### config.mk
export PLATFORM = sky130hd
export DESIGN_NAME = amp_average
export DESIGN_NICKNAME = d
export VERILOG_FILES = /design/src/rtl/amp_average.sv
export SDC_FILE = /design/constraint.sdc
export NUM_CORES = 1
export LEC_CHECK = 0
export CORE_UTILIZATION = 51
export DETAILED_ROUTE_END_ITERATION = 12
export GPL_TIMING_DRIVEN = 0
export PLACE_DENSITY = 0.8
export SYNTH_ARGS = -nofsm -noshare
export SYNTH_HDL_FRONTEND = slang
export SYNTH_SLANG_ARGS = --single-unit
### constraint.sdc
create_clock -name clk -period 2.7 [get_ports clk]
set_clock_uncertainty 0.05 [all_clocks]
set_input_delay 0.54 -clock clk [delete_from_list [all_inputs] [get_ports clk]]
set_output_delay 0.54 -clock clk [all_outputs]
set_load 0.005 [all_outputs]
### src/rtl/amp_average.sv
// Lock-in amplitude averager: settle, accumulate 2**LOG2_N samples,
// present the truncated mean on a valid/ready output.
module amp_average #(
  parameter int DW         = 24,
  parameter int LOG2_N     = 8,
  parameter int SETTLE_CNT = 64,
  parameter bit CONTINUOUS = 1'b0
) (
  input  logic          clk,
  input  logic          rstn,
  input  logic          start,
  input  logic          stop,
  input  logic          amp_valid,
  input  logic [DW-1:0] amp_data,
  output logic          avg_tvalid,
  input  logic          avg_tready,
  output logic [DW-1:0] avg_tdata,
  output logic          busy,
  output logic          dropped
);

  localparam int AW = DW + LOG2_N;
  localparam int SW = (SETTLE_CNT > 1) ? $clog2(SETTLE_CNT) : 1;
  localparam logic [SW-1:0] S_LAST =
    SW'((SETTLE_CNT > 0) ? SETTLE_CNT - 1 : 0);
  localparam logic [LOG2_N-1:0] C_LAST = '1;

  typedef enum logic [1:0] {
    IDLE,
    SETTLE,
    ACCUM,
    HOLD
  } state_t;

  state_t            state;
  logic [AW-1:0]     acc;
  logic [AW-1:0]     sum;
  logic [LOG2_N-1:0] cnt;
  logic [SW-1:0]     scnt;

  // Wide enough that 2**LOG2_N full-scale samples cannot overflow
  assign sum = acc + {{LOG2_N{1'b0}}, amp_data};

  always_ff @(posedge clk or negedge rstn) begin
    if (!rstn) begin
      state      <= IDLE;
      avg_tvalid <= 1'b0;
      avg_tdata  <= '0;
      busy       <= 1'b0;
      dropped    <= 1'b0;
      acc        <= '0;
      cnt        <= '0;
      scnt       <= '0;
    end else if (stop) begin
      state      <= IDLE;
      avg_tvalid <= 1'b0;
      busy       <= 1'b0;
      acc        <= '0;
      cnt        <= '0;
      scnt       <= '0;
    end else begin
      unique case (state)
        IDLE: begin
          if (start) begin
            state   <= (SETTLE_CNT > 0) ? SETTLE : ACCUM;
            busy    <= 1'b1;
            dropped <= 1'b0;
            acc     <= '0;
            cnt     <= '0;
            scnt    <= '0;
          end
        end
        SETTLE: begin
          if (amp_valid) begin
            if (scnt == S_LAST) begin
              state <= ACCUM;
              scnt  <= '0;
            end else begin
              scnt <= scnt + SW'(1);
            end
          end
        end
        ACCUM: begin
          if (amp_valid) begin
            if (cnt == C_LAST) begin
              state      <= HOLD;
              avg_tvalid <= 1'b1;
              avg_tdata  <= sum[AW-1:LOG2_N];
              acc        <= '0;
              cnt        <= '0;
            end else begin
              acc <= sum;
              cnt <= cnt + LOG2_N'(1);
            end
          end
        end
        HOLD: begin
          if (amp_valid) dropped <= 1'b1;
          if (avg_tready) begin
            avg_tvalid <= 1'b0;
            state      <= CONTINUOUS ? ACCUM : IDLE;
            busy       <= CONTINUOUS;
          end
        end
        default: state <= IDLE;
      endcase
    end
  end

endmodule

---- Word level (Yosys, flattened, before mapping) ----
Index checks and enable logic that the tools add are counted.
word-level totals
  flip-flop bits (word level) ............. 75
  input bits .............................. 30
  word-level logic and storage cells ...... 72
  output and inout bits ................... 27
operators by class
  reduce and logical (&&, ||, !) cells .... 13
  add/subtract/negate cells ............... 3
  bitwise logic cells ..................... 1
  eq/ne operators ......................... 13
  mux-type cells .......................... 34
operators with widths
  kind                                                                    number
  32-bit two-way mux                                                      4
  32-bit one-hot mux with 2 select lines                                  1
  32-bit by 24-bit adder with 32-bit output                               1
  8-bit two-way mux                                                       4
  6-bit two-way mux                                                       4
  3-bit inequality test (second input constant)                           6
  8-bit one-hot mux with 2 select lines                                   1
  2-bit two-way mux                                                       7
  6-bit one-hot mux with 2 select lines                                   1
  4-bit AND reduction                                                     3
  3-bit nonzero test                                                      4
  3-bit AND reduction                                                     3
  8-bit by 1-bit adder with 8-bit output (second input constant)          1
  8-bit equality test (second input constant)                             1
  1-bit two-way mux                                                       8
  2-bit one-hot mux with 4 select lines                                   1
  6-bit by 1-bit adder with 6-bit output (second input constant)          1
  6-bit equality test (second input constant)                             1
  1-bit one-hot mux with 2 select lines                                   3
  6-bit AND reduction                                                     1
  2-bit equality test (second input constant)                             2
  2-bit inequality test (second input constant)                           2
  2-bit by 1-bit equality test with 1-bit output (second input constant)  1
  2-bit zero test                                                         1
  other kinds (2)                                                         2

---- Longest topological paths before layout ----
Gate-level depths: netlist of run 1.
  depth in word-level cells ............... 5
  gate-level depth with buffers ........... 11
  gate-level depth less buffers ........... 11

---- Worst setup path before layout of run 1 ----
OpenSTA, ideal clock, no wires.
  path kind ............................... input to register
  start ................................... input amp_data[0]
  end ..................................... register avg_tdata[20]
  path slack .............................. 0.041 ns
  required time ........................... 2.570 ns
  path buffers ............................ 0
  stages .................................. 11
  data arrival time ....................... 2.528 ns
  setup time .............................. 0.080 ns
  cell sequence ........................... ha_1 > inv_1 > fa_1 > nand2b_1 > a21oi_1 > o21ai_1 > a21oi_2 > nor3_2 > o21a_4 > or4_4 > o211ai_2
between the ends
  cells in the longest elaborated chain, start to end .. 1
RTL lines
  item                                       line  RTL
  start, declared                            14    input logic [DW-1:0] amp_data,
  32-bit by 24-bit adder with 32-bit output  42    assign sum = acc + {{LOG2_N{1'b0}}, amp_data};
  end signal, assigned                       88    avg_tdata <= sum[AW-1:LOG2_N];
  end, declared                              17    output logic [DW-1:0] avg_tdata,
Every way passes these cells.
A chain may end at the register's enable or synchronous reset.

---- Final worst setup path of run 1 ----
  start ................................... input amp_data[15]
  end ..................................... register acc[27]
between the ends
  cells in the longest elaborated chain, start to end .. 5
RTL lines
  item                                       line  RTL
  32-bit by 24-bit adder with 32-bit output  42
  32-bit two-way mux                         85    if (cnt == C_LAST) begin
  32-bit two-way mux                         84    if (amp_valid) begin
  32-bit one-hot mux with 2 select lines     62    unique case (state)
  32-bit two-way mux                         54    end else if (stop) begin
  end signal, assigned                       92    acc <= sum;
  end, declared                              36    logic [AW-1:0] acc;
Every way passes these cells. The select of a mux whose other input is x is not followed.

==> reports/qor.csv, run 1 <==
metric,value,unit
minimum setup slack among reg-to-reg paths,0.07,ns
core footprint,8760,um2
Post-Syn Nets,583,
launch instance of the worst register-to-register path,acc[0],
max-capacitance violation count,0,
Layout Cells excl Fill,731,
most used flip-flop cell after synthesis,dfrtp_1,
cell count after placement,687,
vias per cell,6.21,
gate count after technology mapping,522,
synthesis-stage register bit count,75,
end point of the critical path,acc[27],
worst hold slack across all endpoints,0.0189,ns
worst max-slew margin expressed relative to the limit,56.0,%
maximum clock frequency,365,MHz
final hold vios,0,
area growth from synthesis to layout,35.1,%
iteration count of the initial detailed-routing pass,6,
category of the worst setup path capture point,register,
pin count of the biggest net entering global routing,54,
wire length of the first global-routing pass,21100,um
antenna violations before repair,0,
Placed Instance Area,5350,um2
asr flop ratio synth,100,%
drt first-iter violations,416,
Global Route Usage Sum,27.6,%
largest fanout of any net on the critical path,5,
weighted congestion reported at the end of routability-driven placement,0.947,
share of total power in the clock network,30.1,%
final worst slack,-0.0372,ns
data required time of the worst path,2.93,ns
Worst Max-Slew Pin Slew,0.660,ns
FF-to-FF End,acc[24],
count of buffers inserted at the top-level ports,56,
layout cells sized above 1,20.4,%
worst-skew pair later-pin latency,0.36,ns
number of unique standard cell types used by synthesis,58,
failing checks,negative setup slack,
share of the clock period used by the worst path after layout,101,%
internal power,2.31,mW
CTS tree,done,
maximum vdd drop,0.317,mV
Residual DRC,0,
type of the worst setup path,input pin to register,
arrival time reported for the critical path endpoint,2.97,ns
per-cell routed wire length,18.0,um
buffer levels on the longest clock path,2,
via count of the first global-routing pass,4395,
final core area utilization,71.4,%
run status,"complete, but fails checks",
cell row count,34,
crit path launch type,input pin,
H-tree levels,3,
total gr overflow,0,
Worst-path clk slew,0.09,ns
share of power burned in registers,36.3,%
area of the die,9470,um2
total standard cell area after synthesis,4630,um2
final instance area,6260,um2
final setup fails,3,
class of the tightest hold or removal check,input pin to asynchronous set/reset pin,
portion of the post-synthesis area used by sequential elements,40.5,%
half-perimeter wire length after placement,8360,um
Psw,1.19,mW
total leakage power,2.84,nW
"antenna viol nets, final",0,
total wirelength of the detailed-routed design,13100,um
power share of the combinational group,33.7,%
Ys Warns,0,
overall die width,97.3,um
max-slew violation total from the final report,0,
clock period minus worst slack,2.74,ns
number of antenna repair diodes,0,
clock buffer count from CTS,9,
Switching Fraction,34.0,%
clk sink count,75,
Pwr Total,3.51,mW
initial core utilization,52.9,%
final net count,679,
Power Dens Cells,560,nW/um2
Vias,4536,
length in cells of the worst reg-to-reg path,12,
Avg Inst Size Synth,8.87,um2
I/O pins,57,
"EDFF count, synth",0,
root buffer cell,clkbuf_8,
beginning of the critical path,amp_data[15],
Die Span Y,97.3,um
-- worst min-delay path by stage --
stage	from	to	slack [ns]	cells after the start
detailed placement	rstn	avg_tdata[9]	0.41	1
global route	rstn	acc[17]	0.03	1
floorplan	rstn	acc[0]	0.19	0
CTS	rstn	avg_tdata[9]	0.03	1
finish	rstn	acc[20]	0.02	1
global placement	avg_tdata[9]	avg_tdata[9]	0.40	2
-- critical path, stage by stage --
cell,delay (ns)
clkdlybuf4s50_1,0.45
ha_4,0.29
buf_4,0.13
nand2_1,0.13
nor3_2,0.21
a32o_1,0.25
a211oi_2,0.06
nor2_2,0.20
nand4_1,0.22
or3_1,0.39
o21ai_1,0.09
-- cell usage after synthesis, types with 4 or more instances --
| cell type | number | share of area [%] |
|---|---|---|
| a211oi_1 | 5 | 0.81 |
| a21o_1 | 7 | 1.1 |
| a21oi_1 | 35 | 3.8 |
| a22o_1 | 13 | 2.5 |
| a31oi_1 | 8 | 1.1 |
| and3_1 | 8 | 1.1 |
| clkbuf_1 | 12 | 0.97 |
| dfrtp_1 | 75 | 41 |
| ha_1 | 30 | 8.1 |
| inv_1 | 19 | 1.5 |
| mux2_2 | 7 | 1.7 |
| nand2_1 | 81 | 6.6 |
| nand2b_1 | 10 | 1.4 |
| nand3_1 | 12 | 1.3 |
| nand4_1 | 4 | 0.54 |
| nor2_1 | 36 | 2.9 |
| nor3_1 | 9 | 0.97 |
| o21ai_0 | 48 | 5.2 |
| o21ai_1 | 13 | 1.4 |
| o31ai_1 | 12 | 1.9 |
| xnor2_1 | 13 | 2.5 |
| xor2_1 | 13 | 2.5 |
-- final cells by class --
| type | count | area, um2 |
|---|---|---|
| multi-input cells | 410 | 3020 |
| fillers | 620 | 2510 |
| flip-flops and latches | 75 | 1880 |
| repair buffers | 86 | 813 |
| well taps | 108 | 135 |
| clock buffers | 9 | 124 |
| clock inverters | 7 | 116 |
| plain buffers | 17 | 105 |
| inverters | 19 | 71.3 |
-- timing repair --
action | CTS | global route
buffers inserted | 24 | 5
resized for setup | 54 | 41
hold buffers | 0 | 0
pin swaps | 26 | 21
setup endpoints to repair | 22 | 49
-- cells by family after synthesis --
kind of cell             after synthesis  synth area share, %
adder cells (fa/ha/maj)               31                 8.54
AND/OR/NAND/NOR                      180                 18.2
buffers and inverters                 37                 3.59
AO/OA/AOI/OAI                        164                 22.1
XOR/XNOR                              26                 4.92
multiplexers                           9                 2.13
flip-flops                            75                 40.5
-- registers in the layout, indices dropped and copies added (netlist names) --
register / flops
acc: 32
avg_tdata: 24
avg_tvalid: 1
busy: 1
cnt: 8
dropped: 1
scnt: 6
state: 2
-- routing by layer --
layer | part of all wire, % | global-route usage, %
met1 | 41 | 35.7
met2 | 48 | 46.2
met4 | 3.4 | 11.3
met5 | 0 | 0
met3 | 7.2 | 4.46
-- power groups by stage --
stage	combinational, mW	sequential [mW]	clock, mW
floorplan	0.632	1.26	0
global placement	0.871	1.27	0
detailed placement	0.903	1.28	0
CTS	1.07	1.27	1.06
global route	1.27	1.28	1.13
finish	1.18	1.27	1.05
-- cells in the final DEF (no fill, tap or decap), types with 4 or more instances in the layout --
cell	instances
nand2_1	80
dfrtp_1	75
o21ai_0	45
clkdlybuf4s50_1	39
nor2_1	35
buf_4	31
a21oi_1	27
ha_4	19
inv_1	17
o21ai_1	14
xor2_1	13
xnor2_1	13
a22o_1	13
nand3_1	11
o31ai_1	11
ha_1	10
nand2b_1	9
nor3_1	9
clkbuf_8	9
a31oi_1	8
dlygate4sd2_1	8
dlymetal6s2s_1	8
and3_1	7
a21o_1	7
mux2_2	7
clkbuf_1	6
a21oi_2	6
clkbuf_2	5
buf_6	4
nand4_1	4
-- per-stage QoR --
step,TNS [ns],setup slack (ns)
floorplan,0,0.0413
global placement,-135.88,-1.60
detailed placement,-18.58,-0.740
CTS,-0.0113,-0.0113
global route,-0.327,-0.0736
finish,-0.0562,-0.0372
Note: power is estimated with default switching activity, not from simulation.
==> run 2: changes to the inputs <==
CTS_CLUSTER_SIZE = 14   (was not set)
==> results of run 2 <==
Final layout, timing and power as in run 1 (identical DEF).
==> run 3: changes to the inputs <==
REMOVE_ABC_BUFFERS = 1   (was not set)
==> reports/qor.csv, run 3 (synthesis results as in run 1) <==
metric,value,unit,change
"antenna viol nets, final",0,,unchanged
failing checks,negative setup slack,,
layout cells sized above 1,21.4,%,+1.0 points
initial core utilization,52.9,%,unchanged
total gr overflow,0,,unchanged
max-slew violation total from the final report,0,,unchanged
Die Span Y,97.3,um,unchanged
share of the clock period used by the worst path after layout,102,%,+0.14 points
final hold vios,0,,unchanged
max-capacitance violation count,0,,unchanged
cell type with the highest occurrence count on the critical path,o21ai_1,,
largest registers,"acc: 32 flops, avg_tdata: 24 flops, cnt: 8 flops",,
category of the worst setup path capture point,register,,
weighted congestion reported at the end of routability-driven placement,0.929,,-1.9%
largest fanout of any net on the critical path,5,,unchanged
root buffer cell,clkbuf_8,,
worst-skew pair later-pin latency,0.35,ns,about the same
share of power burned in registers,37.6,%,+1.3 points
total negative setup slack,-0.0777,ns,-0.0215 ns
maximum clock frequency,365,MHz,-0.14%
Pwr Total,3.39,mW,-3.2%
total wirelength of the detailed-routed design,13100,um,-0.24%
half-perimeter wire length after placement,7790,um,-6.8%
Worst Max-Slew Pin Slew,0.890,ns,+0.230 ns
core footprint,8760,um2,unchanged
number of antenna repair diodes,0,,unchanged
most flop-heavy register,acc,,
Power Dens Cells,541,nW/um2,-3.4%
buffer levels on the longest clock path,2,,unchanged
"Buf+Inv Stages, Crit Path",1,,-1
antenna violations before repair,0,,unchanged
maximum vdd drop,0.557,mV,+76%
max layer used,met4,,
layout filler cell count,599,,-3.4%
total leakage power,2.83,nW,about the same
cell type of the slowest stage on the worst timing path,clkdlybuf4s50_1,,
via count of the first global-routing pass,4195,,-4.6%
I/O pins,57,,unchanged
CP Cell Sequence,clkdlybuf4s50_1 -> ha_2 -> a21oi_2 -> o21ai_1 -> a32o_2 -> a21oi_1 -> o211ai_1 -> o21ai_1 -> xor2_1 -> o21ai_0,,
final net count,664,,-2.2%
clock buffer count from CTS,9,,unchanged
wire length of the first global-routing pass,19500,um,-7.8%
final setup fails,3,,unchanged
Met3 Routed Length,798,um,-15%
"commonest cells after routing, fill and taps aside","nand2_1, dfrtp_1, o21ai_0",,
run status,"complete, but fails checks",,
area of the die,9470,um2,unchanged
crit path launch type,input pin,,
worst max-slew margin expressed relative to the limit,40.7,%,-15 points
final worst slack,-0.0411,ns,-0.00390 ns
type of the worst setup path,input pin to register,,
Vias,4417,,-2.6%
class of the tightest hold or removal check,input pin to asynchronous set/reset pin,,
Worst-path clk slew,0.08,ns,about the same
pin count of the biggest net entering global routing,48,,-11%
clock period minus worst slack,2.74,ns,+0.00390 ns
number of flip-flops under the largest register name,32,,unchanged
Psw,1.20,mW,+0.49%
drt first-iter violations,310,,-25%
arrival time reported for the critical path endpoint,2.90,ns,-0.07 ns
internal power,2.19,mW,-5.2%
cell row count,34,,unchanged
data required time of the worst path,2.86,ns,-0.07 ns
clk sink count,75,,unchanged
CTS tree,done,,
beginning of the critical path,amp_data[10],,
quantity of hold-fixing buffers added after cts,0,,unchanged
overall die width,97.3,um,unchanged
power share of the combinational group,35.6,%,+1.9 points
most frequent standard cell in the layout excluding fill and tap cells,nand2_1,,
launch instance of the worst register-to-register path,cnt[0],,
area growth from synthesis to layout,35.3,%,
vias per cell,6.17,,-0.58%
H-tree levels,3,,unchanged
Switching Fraction,35.3,%,+1.3 points
count of buffers inserted at the top-level ports,56,,unchanged
Global Route Usage Sum,25.5,%,-2.2 points
length in cells of the worst reg-to-reg path,8,,-4
Met1 Wirelength,5290,um,-2.0%
setup repair after global routing missed its margin,yes,,
"Largest stage delay, worst path",0.49,ns,+0.04 ns
final core area utilization,71.5,%,+0.13 points
"logic depth of the worst path, buffers included",10,,-1
share of total power in the clock network,26.8,%,-3.3 points
iteration count of the initial detailed-routing pass,5,,-1
category of cells accounting for the largest share of critical-path delay,compound AO/OA/AOI/OAI gates,,
per-cell routed wire length,18.3,um,+1.8%
Residual DRC,0,,unchanged
Detail Route met2 WL,6610,um,+4.1%
==> run 3: cell count changes in the layout (fill, tap and decap cells not counted), moves of 3 or more <==
cell | previous run | this run
dlymetal6s2s_1 | 8 | 12
clkbuf_2 | 5 | 0
nor2_1 | 35 | 31
ha_2 | 1 | 4
buf_6 | 4 | 0
nor2_4 | 0 | 3
clkdlybuf4s50_1 | 39 | 42
dlygate4sd2_1 | 8 | 1
clkbuf_1 | 6 | 1
==> run 3: worst paths after layout <==
path                                 end  slack [ns]
setup / recovery                 acc[21]       -0.04
hold / removal              avg_tdata[7]        0.05
setup reg to reg                  acc[9]        0.09
hold reg to reg            avg_tdata[10]        0.43
max in group asynchronous        scnt[2]        1.97
min in group clk           avg_tdata[10]        0.43
==> run 3: stage by stage <==
stage | setup WS (ns) | cells | area, um2 | hold WS [ns]
6_report | -0.0411 | 716 | 6270 | 0.0475
5_1_grt | -0.130 | 716 | 6270 | 0.0804
4_1_cts | -0.0950 | 694 | 5770 | 0.0619
3_5_place_dp | -1.16 | 670 | 5290 | 0.412
3_3_place_gp | -2.66 | 668 | 5230 | 0.400
2_1_floorplan | -0.778 | 504 | 4540 | 0.194
==> run 3: power groups by stage <==
stage / Clock [mW] / Combinational, mW / Sequential (mW)
after detailed placement: 0 / 0.901 / 1.27
after global routing: 0.962 / 1.30 / 1.28
after floorplan: 0 / 0.611 / 1.26
after CTS: 0.922 / 0.979 / 1.26
final: 0.910 / 1.21 / 1.27
after global placement: 0 / 0.834 / 1.27
==> run 3: layout make-up <==
type                       count  area (um2)  area share [%]
timing repair buffer          88         867            13.8
tap                          108         135            2.16
sequential                    75        1880            29.9
clock buffer                  12         155            2.48
clock inverter                 4        48.8           0.778
multi-input combinational    410        3110            49.6
inverter                      19        75.1            1.20
==> run 3: repair_timing <==
item,in CTS,in global routing
pin swaps,8,29
setup buffers,8,22
endpoints found under the setup margin,54,39
resized for setup,42,63
==> run 3: metal layers <==
layer  vias to the layer above  global-route usage [%]
met3                        37                    4.46
met2                       193                    44.7
met1                      2151                    31.5
li1                       2036                       -
met4                         0                    8.82
met5                         -                       0
==> variant 1: new RTL, settings of run 2 <==
Change the parameter `CONTINUOUS` from 1'b0 to 1'b1.
--- a/src/rtl/amp_average.sv
+++ b/src/rtl/amp_average.sv
@@ -4,7 +4,7 @@
   parameter int DW         = 24,
   parameter int LOG2_N     = 8,
   parameter int SETTLE_CNT = 64,
-  parameter bit CONTINUOUS = 1'b0
+  parameter bit CONTINUOUS = 1'b1
 ) (
   input  logic          clk,
   input  logic          rstn,
Check against the original RTL: same outputs for any inputs over 10 cycles, from zero or initial values and one cycle with rstn low; that may be too few to reach the edited logic, so the function may still have changed.
==> variant 1 against run 2 <==
  * Non-clock buffer count increased by 27
  * Routed wire length increased by 5.9%
  * Critical path depth unchanged
  * Worst setup slack improved by 0.012 ns
  * Combinational power decreased by 12%
  * The run still ends with negative setup slack left
  * Design area increased by 2.8%
  * Synthesized area about the same
  * Sequential cell count unchanged
  * Total power decreased by 8.4%
  * Largest power group unchanged
  * Clock power decreased by 13%
  * Global-route usage increased by 1.8 points
  * Maximum frequency increased by 0.44%
  * First-iteration DRC count decreased by 33%
  * Synthesized cell count increased by 5.4%
==> variant 1: results (changes against run 2) <==
## Die
* **DIE AREA** 9470 µm², about the same

## STA
* **final number of setup-violating endpoints** 1, -2
* **Worst Setup Slack, final** -0.0253 ns, +0.0119 ns
* **worst relative slew slack** 57.0%, +1.0 points
* **setup TNS** -0.0253 ns, +0.0309 ns

## Routing
* **initial drt markers** 279, -33%
* **via count** 4674, +3.0%
* **final wirelength** 13900 µm, +5.9%
* **average routed wire per standard cell** 18.1 µm, +0.43%
* **router iterations before antenna repair** 5, -1

## Yosys
* **count of distinct cell types in the synthesized netlist** 50, -14%
* **post-synthesis instance total** 550, +5.4%
* **sequential-to-total area share from yosys stat** 40.5%, about the same
* **most area-consuming cells after synthesis** sky130_fd_sc_hd__dfrtp_1, sky130_fd_sc_hd__nand2_1, sky130_fd_sc_hd__ha_1, sky130_fd_sc_hd__o21ai_0, sky130_fd_sc_hd__a21oi_1
* **Synth top cells by count** sky130_fd_sc_hd__nand2_1, sky130_fd_sc_hd__dfrtp_1, sky130_fd_sc_hd__o21ai_0
* **post-synthesis net count** 607, +4.1%

## Layout
* **number of signal-net buffers in the layout** 130, +26%
* **Layout Utilization** 73.4%, +2.0 points
* **Nets** 715, +5.3%
* **proportion of cell area occupied by registers** 29.2%, -0.80 points
* **Logic inverters** 11, -8
* **area of combinational cells with multiple inputs** 3100 µm², +2.9%
* **number of clock buffers in the layout** 10, +1
* **num sequential** 75, unchanged
* **Clock-cell share** 3.11%, -0.73 points
* **Fill cells** 628, +1.3%
* **signal buffers share of area** 16.7%, +2.0 points
* **number of combinational gates with multiple inputs** 431, +5.1%

## Placement
* **count of port buffers added during placement** 55, -1.8%
* **cell count after placement** 714, +3.9%
* **DP Area** 5390 µm², +0.63%
* **weighted congestion reported at the end of routability-driven placement** 0.902, -4.7%

## Outcome
* **outcome** finished with violations
* **failing checks** negative setup slack

## Pwr
* **P_sw** 1.13 mW, -5.4%
* **static leakage power** 2.80 nW, -1.2%
* **maximum VDD drop** 0.302 mV, -4.8%

## Worst setup path
* **largest stage delay on the critical path** 0.39 ns, -0.06 ns
* **worst path arrival time** 2.93 ns, -0.04 ns
* **critical path fanouts, max** 4, -1
* **Critical-path top delay cell** sky130_fd_sc_hd__dfrtp_1

## Global routing
* **number of global-route vias before repair** 4731, +7.6%
* **total routing usage reported by global routing** 29.4%, +1.8 points
* **maximum number of pins on one net before global-route repair** 45, -17%

## variant 1: changes by cell type after synthesis, sizes merged, moves of 5 or more
cell,before,now
clkbuf,12,31
nand2,83,102
o21ai,62,52
inv,19,10
mux2,7,0
nand4,4,11
a21oi,36,42
nor2,37,43
a211o,0,5
## variant 1: worst paths after layout
check	slack, ns	end
worst min register to register	0.44	acc[22]
worst max-delay path	-0.03	acc[30]
min in group clk	0.44	acc[22]
worst max register to register	-0.03	acc[30]
max in group asynchronous	1.96	acc[1]
worst min-delay path	0.05	avg_tdata[5]
## variant 1: power groups by stage
stage | Combinational [mW] | Clock (mW) | Sequential (mW)
3_3_place_gp | 0.751 | 0 | 1.26
3_5_place_dp | 0.773 | 0 | 1.26
5_1_grt | 1.14 | 0.965 | 1.26
6_report | 1.04 | 0.915 | 1.25
4_1_cts | 0.939 | 0.912 | 1.25
2_1_floorplan | 0.540 | 0 | 1.25
## variant 1: metal layers
layer	global-route usage, %	wire (µm)	up-vias
met3	3.02	761	44
li1	-	-	2185
met4	13.9	526	0
met1	37.2	5790	2247
met5	0	0	-
met2	50.5	6850	198
## variant 1: cells by family (layout without fill, tap and decap cells)
kind of cell | Yosys count | in the layout | share of synthesized area, %
AO/OA/AOI/OAI | 168 | 168 | 23.1
XOR/XNOR | 26 | 26 | 4.91
flip-flops | 75 | 75 | 40.5
AND/OR/NAND/NOR | 208 | 208 | 20.0
multiplexers | 2 | 2 | 0.432
buffers and inverters | 44 | 157 | 3.62
adder cells (fa/ha/maj) | 27 | 27 | 7.45
## variant 1: what timing repair did
item / in CTS / in global routing
hold endpoints to repair: 0 / 0
hold buffers: 0 / 0
pin swaps: 40 / 42
setup buffers: 34 / 15
setup endpoints to repair: 39 / 58
gates resized for setup: 87 / 43
==> variant 2: new RTL, config.mk and constraints of run 2 <==
Made on the original files. Make the reset (`rstn`) synchronous in one clocked block.
--- a/src/rtl/amp_average.sv
+++ b/src/rtl/amp_average.sv
@@ -41,7 +41,7 @@
   // Wide enough that 2**LOG2_N full-scale samples cannot overflow
   assign sum = acc + {{LOG2_N{1'b0}}, amp_data};
 
-  always_ff @(posedge clk or negedge rstn) begin
+  always_ff @(posedge clk) begin
     if (!rstn) begin
       state      <= IDLE;
       avg_tvalid <= 1'b0;
Behaviour: differs if rstn is asserted again (counterexample within 4 cycles, from zero or initial values and one cycle with rstn low); with rstn held inactive, the same outputs for 10 cycles.
==> variant 2 against run 2 <==
  * The flow still finishes with violations (negative setup slack)
  * Sequential share of layout area down 5.8 points
  * Worst setup slack worse by 0.25 ns
  * Critical path depth unchanged
  * Synthesized area down 2.8%
  * Routed wire length up 9.5%
  * Register-to-register slack worse by 0.36 ns
  * Design area down 0.90%
  * Sequential cell count unchanged
  * First-iteration DRC count down 13%
  * Via count up 6.0%
  * Global-route usage up 3.0 points
  * Critical path type is now reg -> reg
  * Highest routed layer unchanged
Power is not compared: it rests on default switching activity, and its combinational part moved more than twofold at a synthesized area within 25%.
==> variant 2: results (changes against run 2) <==
## Die
* **core region area** 8380 µm², -4.4%

## Global routing
* **GR Layer Usage met2** 53.3%, +7.1 points
* **number of global-route vias before repair** 4488, +2.1%
* **maximum number of pins on one net before global-route repair** 13, -76%
* **met1 global-route usage** 36.3%, +0.55 points
* **GR met3 Demand/Resource** 5.85%, +1.4 points
* **global-route wire length before repair** 21400 µm, +1.2%

## Yosys
* **fraction of synthesis flops using an asynchronous set or reset pin** 0%, -100 points
* **count of distinct cell types in the synthesized netlist** 57, -1.7%
* **most area-consuming cells after synthesis** sky130_fd_sc_hd__dfxtp_1, sky130_fd_sc_hd__ha_1, sky130_fd_sc_hd__nand2_1, sky130_fd_sc_hd__a21oi_1, sky130_fd_sc_hd__nor2_1
* **Synth Area in Adders** 8.78%, +0.24 points
* **multiplexer share of the synthesized area** 0.667%, -1.5 points
* **sequential-to-total area share from yosys stat** 33.3%, -7.2 points
* **Synth top cells by count** sky130_fd_sc_hd__dfxtp_1, sky130_fd_sc_hd__nand2_1, sky130_fd_sc_hd__a21oi_1
* **xor/xnor cell area share of the yosys netlist** 5.83%, +0.92 points
* **biggest area consumer among synthesized cells** sky130_fd_sc_hd__dfxtp_1
* **commonest register cell after synthesis** sky130_fd_sc_hd__dfxtp_1
* **post-synthesis compound-gate area fraction** 25.7%, +3.6 points
* **post-synthesis net count** 628, +7.7%

## STA
* **worst relative slew slack** 55.8%, -0.20 points
* **setup TNS** -1.78 ns, -1.73 ns
* **final number of setup-violating endpoints** 10, +7
* **Worst Setup Slack, final** -0.288 ns, -0.251 ns

## Routing
* **via count** 4808, +6.0%
* **router iterations before antenna repair** 8, +2
* **routed length on met2** 7090 µm, +12%
* **detailed-route wire length on metal 1** 5680 µm, +5.2%
* **final wirelength** 14400 µm, +9.5%
* **detailed-routed wire length on met3** 971 µm, +2.9%
* **average routed wire per standard cell** 18.6 µm, +3.6%

## Placement
* **cell count after placement** 727, +5.8%
* **DP Area** 5200 µm², -2.9%
* **worst-case setup slack after placement** -1.03 ns, -0.293 ns
* **count of port buffers added during placement** 55, -1.8%
* **sum of net half-perimeters after detailed placement** 9390 µm, +12%
* **weighted congestion reported at the end of routability-driven placement** 0.953, +0.67%

## Layout
* **Fill cells** 586, -5.5%
* **number of clock buffers in the layout** 12, +3
* **Layout Cell Area excl Fill** 6200 µm², -0.90%
* **number of signal-net buffers in the layout** 113, +9.7%
* **Nets** 724, +6.6%
* **Clock-cell share** 3.53%, -0.31 points
* **Logic inverters** 18, -1
* **signal buffers share of area** 15.4%, +0.76 points

## Worst setup path
* **worst path arrival time** 3.21 ns, +0.24 ns

## Hold path
* **min-delay worst type** reg -> reg

## Outcome
* **failing checks** negative setup slack
* **outcome** finished with violations

## Clock network
* **clock transition at the registers of the reported paths** 0.07 ns, -0.02 ns

## variant 2: cell types whose count changed in the layout (fill, tap and decap cells not counted), moves of 12 or more
cell,run 2,this run
sky130_fd_sc_hd__a21oi_1,27,43
sky130_fd_sc_hd__dfrtp_1,75,0
sky130_fd_sc_hd__dfxtp_1,0,74
sky130_fd_sc_hd__nand4_1,4,16
sky130_fd_sc_hd__nor2_1,35,47
sky130_fd_sc_hd__o21ai_0,45,31
## variant 2: repair_timing
| item | CTS | global route |
|---|---|---|
| setup buffers | 18 | 25 |
| pin swaps | 28 | 49 |
| setup endpoints to repair | 43 | 41 |
| hold endpoints to repair | 0 | 0 |
| gates resized for setup | 63 | 64 |
## variant 2: worst paths after layout
check                        to           from  slack (ns)  depth (start not counted)
hold reg to reg   avg_tdata[16]  avg_tdata[16]        0.41                          2
setup / recovery  avg_tdata[18]         acc[0]       -0.29                         11
setup reg to reg  avg_tdata[18]         acc[0]       -0.29                         11
hold / removal    avg_tdata[16]  avg_tdata[16]        0.41                          2
## variant 2: critical path, cell delays in order, from the launching register on
cell	delay (ns)
sky130_fd_sc_hd__dfxtp_2	0.35
sky130_fd_sc_hd__ha_4	0.13
sky130_fd_sc_hd__inv_2	0.03
sky130_fd_sc_hd__fa_2	0.36
sky130_fd_sc_hd__and2b_2	0.26
sky130_fd_sc_hd__o211ai_4	0.10
sky130_fd_sc_hd__a2111oi_4	0.36
sky130_fd_sc_hd__a211oi_2	0.16
sky130_fd_sc_hd__o21ai_2	0.20
sky130_fd_sc_hd__a41oi_4	0.20
sky130_fd_sc_hd__or4_1	0.56
sky130_fd_sc_hd__a31oi_1	0.16
## variant 2: power breakdown
part           switching (mW)  internal [mW]
clock network           0.426          0.547
registers             0.00355           1.11
logic                   0.176          0.124
